[src/rtl/rv32i_mc_controller.sv]
// rtl/rv32i_mc_controller.sv - multicycle RV32I control FSM with mem handshake, timeout and traps
module rv32i_mc_controller #(
   parameter int WIDTH        = 32,
   parameter int MEM_TIMEOUT  = 16,
   parameter int HALT_ON_TRAP = 0
) (
   input  logic       clk,
   input  logic       rst,
   input  logic [6:0] opcode,
   input  logic       branch_taken,
   input  logic       mem_ready,
   output logic       ir_wren,
   output logic       pc_wren,
   output logic [1:0] pc_sel,
   output logic       regfile_wren,
   output logic [1:0] regfile_sel,
   output logic       alu_a_sel,
   output logic       alu_b_sel,
   output logic       mem_req,
   output logic       mem_we,
   output logic       mem_addr_sel,
   output logic       instret,
   output logic       trap,
   output logic [3:0] trap_cause,
   output logic       halted
);

   localparam logic [6:0] OPC_OP     = 7'b0110011;
   localparam logic [6:0] OPC_OP_IMM = 7'b0010011;
   localparam logic [6:0] OPC_LUI    = 7'b0110111;
   localparam logic [6:0] OPC_AUIPC  = 7'b0010111;
   localparam logic [6:0] OPC_BRANCH = 7'b1100011;
   localparam logic [6:0] OPC_JAL    = 7'b1101111;
   localparam logic [6:0] OPC_JALR   = 7'b1100111;
   localparam logic [6:0] OPC_LOAD   = 7'b0000011;
   localparam logic [6:0] OPC_STORE  = 7'b0100011;

   // A zero timeout still needs a 1-bit counter so the declaration stays legal.
   localparam int CW = (MEM_TIMEOUT > 0) ? $clog2(MEM_TIMEOUT + 1) : 1;
   localparam logic [CW-1:0] CNT_LIMIT = CW'((MEM_TIMEOUT > 0) ? MEM_TIMEOUT - 1 : 0);

   generate
      if (WIDTH != 32) begin : g_width_check
         $error("rv32i_mc_controller: WIDTH must be 32");
      end
   endgenerate

   typedef enum logic [2:0] {
      S_FETCH, S_DECODE, S_EXEC, S_MEM, S_WB, S_TRAP, S_HALT
   } state_t;

   state_t        state, state_next;
   logic [CW-1:0] wait_cnt;
   logic [3:0]    cause_next;
   logic          timeout_hit;
   logic          opcode_legal;

   assign timeout_hit  = (MEM_TIMEOUT > 0) && (wait_cnt == CNT_LIMIT) && !mem_ready;
   assign opcode_legal = (opcode == OPC_OP)     || (opcode == OPC_OP_IMM) ||
                         (opcode == OPC_LUI)    || (opcode == OPC_AUIPC)  ||
                         (opcode == OPC_BRANCH) || (opcode == OPC_JAL)    ||
                         (opcode == OPC_JALR)   || (opcode == OPC_LOAD)   ||
                         (opcode == OPC_STORE);

   // State register and trap cause, which latches only on the edge into TRAP.
   always_ff @(posedge clk or posedge rst) begin
      if (rst) begin
         state      <= S_FETCH;
         trap_cause <= 4'd0;
      end else begin
         state <= state_next;
         if (state_next == S_TRAP)
            trap_cause <= cause_next;
      end
   end

   // Wait-state counter: runs only while an access is stalled, cleared on any state change or ready.
   always_ff @(posedge clk or posedge rst) begin
      if (rst)
         wait_cnt <= '0;
      else if ((state_next == state) && ((state == S_FETCH) || (state == S_MEM)) && !mem_ready)
         wait_cnt <= wait_cnt + CW'(1);
      else
         wait_cnt <= '0;
   end

   // Next-state and control decode; everything is forced low while rst is held.
   always_comb begin
      state_next   = state;
      cause_next   = trap_cause;
      ir_wren      = 1'b0;
      pc_wren      = 1'b0;
      pc_sel       = 2'd0;
      regfile_wren = 1'b0;
      regfile_sel  = 2'd0;
      alu_a_sel    = 1'b0;
      alu_b_sel    = 1'b0;
      mem_req      = 1'b0;
      mem_we       = 1'b0;
      mem_addr_sel = 1'b0;
      instret      = 1'b0;
      trap         = 1'b0;
      halted       = 1'b0;
      if (!rst) begin
         case (state)
            S_FETCH: begin
               mem_req = 1'b1;
               if (mem_ready) begin
                  ir_wren    = 1'b1;
                  pc_wren    = 1'b1;
                  state_next = S_DECODE;
               end else if (timeout_hit) begin
                  cause_next = 4'd1;
                  state_next = S_TRAP;
               end
            end
            S_DECODE: begin
               if (opcode_legal) begin
                  state_next = S_EXEC;
               end else begin
                  cause_next = 4'd2;
                  state_next = S_TRAP;
               end
            end
            S_EXEC: begin
               state_next = S_FETCH;
               case (opcode)
                  OPC_OP, OPC_OP_IMM, OPC_LUI, OPC_AUIPC: begin
                     alu_a_sel    = (opcode == OPC_AUIPC);
                     alu_b_sel    = (opcode != OPC_OP);
                     regfile_wren = 1'b1;
                     instret      = 1'b1;
                  end
                  OPC_BRANCH: begin
                     pc_wren = branch_taken;
                     pc_sel  = branch_taken ? 2'd2 : 2'd0;
                     instret = 1'b1;
                  end
                  OPC_JAL: begin
                     regfile_wren = 1'b1;
                     regfile_sel  = 2'd2;
                     pc_wren      = 1'b1;
                     pc_sel       = 2'd2;
                     instret      = 1'b1;
                  end
                  OPC_JALR: begin
                     alu_b_sel    = 1'b1;
                     regfile_wren = 1'b1;
                     regfile_sel  = 2'd2;
                     pc_wren      = 1'b1;
                     pc_sel       = 2'd1;
                     instret      = 1'b1;
                  end
                  OPC_LOAD, OPC_STORE: begin
                     alu_b_sel  = 1'b1;
                     state_next = S_MEM;
                  end
                  default: state_next = S_FETCH;
               endcase
            end
            S_MEM: begin
               mem_req      = 1'b1;
               mem_addr_sel = 1'b1;
               mem_we       = (opcode == OPC_STORE);
               if (mem_ready) begin
                  instret    = (opcode == OPC_STORE);
                  state_next = (opcode == OPC_STORE) ? S_FETCH : S_WB;
               end else if (timeout_hit) begin
                  cause_next = (opcode == OPC_STORE) ? 4'd7 : 4'd5;
                  state_next = S_TRAP;
               end
            end
            S_WB: begin
               regfile_wren = 1'b1;
               regfile_sel  = 2'd1;
               instret      = 1'b1;
               state_next   = S_FETCH;
            end
            S_TRAP: begin
               trap       = 1'b1;
               pc_wren    = 1'b1;
               pc_sel     = 2'd3;
               state_next = (HALT_ON_TRAP != 0) ? S_HALT : S_FETCH;
            end
            S_HALT: halted = 1'b1;
            default: state_next = S_FETCH;
         endcase
      end
   end

endmodule

[config.mk]
export PLATFORM = sky130hd
export DESIGN_NAME = rv32i_mc_controller
export DESIGN_NICKNAME = d
export VERILOG_FILES = /design/src/rtl/rv32i_mc_controller.sv
export SDC_FILE = /design/constraint.sdc
export NUM_CORES = 1
export LEC_CHECK = 0
export CAP_MARGIN = 20
export CORE_MARGIN = 4
export CORE_UTILIZATION = 49
export DETAILED_ROUTE_END_ITERATION = 10
export PLACE_DENSITY = 0.83
export SYNTH_ARGS = -nofsm -noshare
export SYNTH_HDL_FRONTEND = slang
export SYNTH_SLANG_ARGS = --single-unit
[constraint.sdc]
create_clock -name clk -period 5.7 [get_ports clk]
set_clock_uncertainty 0.05 [all_clocks]
set_input_delay 1.14 -clock clk [delete_from_list [all_inputs] [get_ports clk]]
set_output_delay 1.14 -clock clk [all_outputs]
set_load 0.005 [all_outputs]
# [Word level (Yosys, flattened, before mapping)]
# Index checks and enable logic that the tools add are counted.
# Widths: inputs -> output; s select.
[totals] regBits=12 latch_bits=0 mem_bits_rw=0 romBits=0 in_bits=11 output_inout_bits=19 wordCells=104 mem_count=0
[op_classes] addsub=1 n_mul=0 n_div=0 n_lt_le_gt_ge=0 n_eq_ne=24 shift=0 mux=52 bitwise=1 n_reduce_logical=23
[ops] op="$mux 1" n=24
[ops] op="$eq 7x6->1 const B" n=3
[ops] op="$eq 7x7->1 const B" n=3
[ops] op="$mux 4" n=5
[ops] op="$mux 3" n=6
[ops] op="$pmux 3 s5" n=1
[ops] op="$eq 7x5->1 const B" n=2
[ops] op="$eq 3x3->1 const B" n=4
[ops] op="$mux 2" n=6
[ops] op="$pmux 4 s3" n=1
[ops] op="$ne 2x2->1 const B" n=5
[ops] op="$logic_or 1x1->1" n=9
[ops] op="$pmux 2 s2" n=2
[ops] op="$reduce_and 8->1" n=1
[ops] op="$eq 7x2->1 const B" n=1
[ops] op="$ne 7x6->1 const B" n=1
[ops] op="$reduce_or 7->1" n=1
[ops] op="$eq 3x2->1 const B" n=2
[ops] op="$pmux 1 s2" n=3
[ops] op="$pmux 1 s3" n=2
[ops] op="$pmux 2 s3" n=1
[ops] op="$reduce_or 2->1" n=3
[ops] op="$reduce_or 6->1" n=1
[ops] op="$add 5x1->5 const B" n=1
[ops] op="11 further kinds" n=13

# [Longest topological paths before layout]
[logic_depth] depth_word=16 ltp_mapped=7 depth_no_buf=7

# [Least setup slack after synthesis]
# OpenSTA, ideal clock, no wires.
[synth_path] kind="input-to-output" startpoint="input port rst" endpoint="output port alu_a_sel" arrival_ps=2499 required_time_ps=4510 slack_ps=2011 stages=5 path_cell_list="buf_2 inv_1 nand2_1 or4_1 nor4_1"
[synth_between] elab_chain_cells=1
[synth_rtl] item="start: declaration" line_no="8" rtl="input logic rst,"
[synth_rtl] item="$mux 1" line_no="104" rtl="if (!rst) begin"
[synth_rtl] item="end: declaration" line_no="17" rtl="output logic alu_a_sel,"
# No other way between the ends.

# [Worst setup path in the final report]
# Ends and elaborated chain as after synthesis.

==> key figures <==
Run status
  – Run status: completed

CTS
  – Post_cts resized: 0
  – Number of buffers inserted during clock tree synthesis: 3
  – Post-CTS setup-driven buffer insertion count: 0
  – Clock tree root driver cell: sky130_fd_sc_hd__clkbuf_4
  – Latest clock arrival within the worst-skew pair: 0.26 ns
  – Clock Path Buffers: 2
  – Number of levels in the clock H-tree: 1
  – Clock transition time at the flip-flop clock pins of the worst setup and hold paths: 0.06 ns
  – TritonCTS sink count: 11
  – CTS tree: built
  – Total of hold buffers inserted after clock tree synthesis: 0

Place
  – Half-perimeter wire length after placement: 1940 um
  – Final weighted congestion in routability-driven placement: 0.857
  – Total cell area at the placement stage: 0.00125 sq mm
  – Port Buffers: 28

Synth
  – Synthesized area divided by synthesized cell count: 7.72 sq um
  – Sequential fraction of the synthesis area: 0.285
  – Synthesized area: 965 sq um
  – Number of warnings issued by yosys: 0
  – Post-synthesis cell type count: 46
  – Most common flop cell mapped by yosys: sky130_fd_sc_hd__dfrtp_1
  – Flip-flop and latch count after synthesis: 11
  – Net count after synthesis: 138
  – Gate Count Post-Synth: 125
  – Share of async-settable or async-resettable flops after synthesis: 1.00
  – Number of flops mapped to enable cells by yosys: 0

Timing
  – Worst slew margin relative to its limit: 0.638
  – Number of endpoints failing setup at the final stage: 0
  – Final min period: 4.85 ns
  – Transition time of the tightest slew-check pin: 0.542 ns
  – Max Freq: 0.206 GHz
  – Min Hold Slack: 0.435 ns
  – Setup_tns: 0 ns
  – Unrepaired setup endpoints after global routing: false
  – Number of max-slew violations in the final report: 0
  – Number of hold-slack violations in the final timing report: 0
  – Part of the cycle the worst path needs: 0.852

Critical path
  – Data required, critical path: 4.51 ns
  – Element type at the critical path start: input port
  – Reg2reg start: wait_cnt[0]
  – Classification of the worst setup path: input port to primary output
  – Arrival time reported for the critical path endpoint: 3.66 ns
  – CP startpoint: rst
  – Crit Path Max Fanout: 17
  – Critical path capture point type: primary output

Drt
  – Antenna Violating Nets Remaining: 0
  – Drt drc: 0
  – Via count: 1,042
  – DR vias/cell: 5.92
  – Average routed wire per standard cell: 14.1 um
  – Initial detailed-routing violation count: 16
  – Routed wire length: 2490 um
  – 1st-pass router iterations: 4

Finish
  – Highest-count cells in the layout ignoring fill and taps: 28 x sky130_fd_sc_hd__clkdlybuf4s50_1, 11 x sky130_fd_sc_hd__nor2_1, 11 x sky130_fd_sc_hd__dfrtp_1
  – Post-synthesis to final-layout area growth: 32.2%
  – Fraction of final layout cells sized beyond drive strength 1: 0.0397
  – Net count reported at finish: 165
  – Fillers: 164
  – Sequential cell area in the final layout: 275 sq um
  – Final design area excluding fillers: 0.00127 sq mm
  – Antenna cell count: 0
  – Area used by multi-input combinational logic: 639 sq um
  – Commonest non-fill, non-tap cell in the layout: sky130_fd_sc_hd__clkdlybuf4s50_1

GRT
  – Antenna violations before repair: 0
  – Overall overflow remaining after global route: 0
  – First-pass GRT wire length: 4140 um
  – Overall routing resource usage: 0.199
  – Largest net degree at the start of global routing: 18
  – Number of global-route vias before repair: 954

Floorplan
  – Area of the core: 0.00180 sq mm
  – Die X: 52.4 um
  – Die Footprint: 0.00274 sq mm
  – I/O pins: 30
  – Starting utilization of the core area: 0.535
  – Die outline height: 52.4 um
  – Number of rows in the core area: 15

Power
  – Leakage power figure: 0.000490 uW
  – Worst supply voltage drop on vdd: 0.250 mV
  – Total power density per cell area: 318 mW/mm^2

Run
  – Max Cap Violations: 0

Hold path
  – Min-Delay Path Class: flip-flop to flip-flop
  – Min-delay src: wait_cnt[0]
-- worst max-delay path, cell delays in order --
cell,delay [ns]
sky130_fd_sc_hd__clkdlybuf4s50_1,0.58
sky130_fd_sc_hd__inv_1,0.50
sky130_fd_sc_hd__nand2_1,0.21
sky130_fd_sc_hd__or4_1,0.49
sky130_fd_sc_hd__nor4_1,0.19
sky130_fd_sc_hd__clkdlybuf4s50_1,0.54
-- synth_stat cells, drive strengths merged, types with 4 or more instances --
master,n,share of area
o21ai,6,0.031
nand2b,5,0.032
inv,6,0.023
nor2,11,0.043
nor3,7,0.036
nand2,8,0.031
a21oi,9,0.047
nand3,5,0.026
and3,4,0.026
clkbuf,4,0.016
dfrtp,11,0.29
-- path summary, 6_finish.rpt --
kind                       slack, ns             to  depth (start not counted)
max in group asynchronous       3.80  trap_cause[0]                          2
hold reg to reg                 0.44    wait_cnt[0]                          1
setup / recovery                0.85      alu_a_sel                          6
setup reg to reg                3.75  trap_cause[1]                          7
min in group asynchronous       1.45       state[2]                          2
hold / removal                  0.44    wait_cnt[0]                          1
-- area by class of cell --
type,instances,area share
sequential,11,0.216
timing repair buffer,28,0.220
multi-input combinational,102,0.501
inverter,6,0.0177
clock buffer,4,0.0206
tap,25,0.0245
-- routing by layer --
| layer | track usage | up-vias | part of all wire |
|---|---|---|---|
| met3 | 0.0399 | 5 | 0.067 |
| met5 | 0 | - | 0 |
| met2 | 0.335 | 39 | 0.50 |
| met1 | 0.241 | 481 | 0.42 |
| li1 | - | 517 | - |
| met4 | 0.0936 | 0 | 0.018 |
-- power by group --
group          total [uW]  switching [uW]  internal [uW]  leakage (uW)
combinational         213             101            112      0.000329
clock                50.9            23.8           27.1     0.0000150
sequential            141            45.8           95.5      0.000146
total                 405             171            234      0.000490
-- cells by family after synthesis --
family / after synthesis / synth area share
other cells: 1 / 0.00389
buf+inv: 12 / 0.0519
fa+ha+maj: 2 / 0.0259
compound gates: 35 / 0.246
simple gates: 60 / 0.349
flops: 11 / 0.285
mux: 1 / 0.0104
xor+xnor: 3 / 0.0272
-- metrics by stage --
| stage | cells | total power, uW | setup slack, ns | utilization |
|---|---|---|---|---|
| finish | 176 | 405 | 0.845 | 0.708 |
| global route | 176 | 445 | 0.585 | 0.708 |
| CTS | 176 | 407 | 0.817 | 0.708 |
| detailed placement | 172 | 353 | 0.821 | 0.693 |
| global placement | 172 | 348 | 0.898 | 0.693 |
| floorplan | 125 | 271 | 2.01 | - |
-- registers in the layout, indices dropped and copies added, names as in the netlist --
signal      count
wait_cnt        5
state           3
trap_cause      3
(Power assumes the default switching activity.)
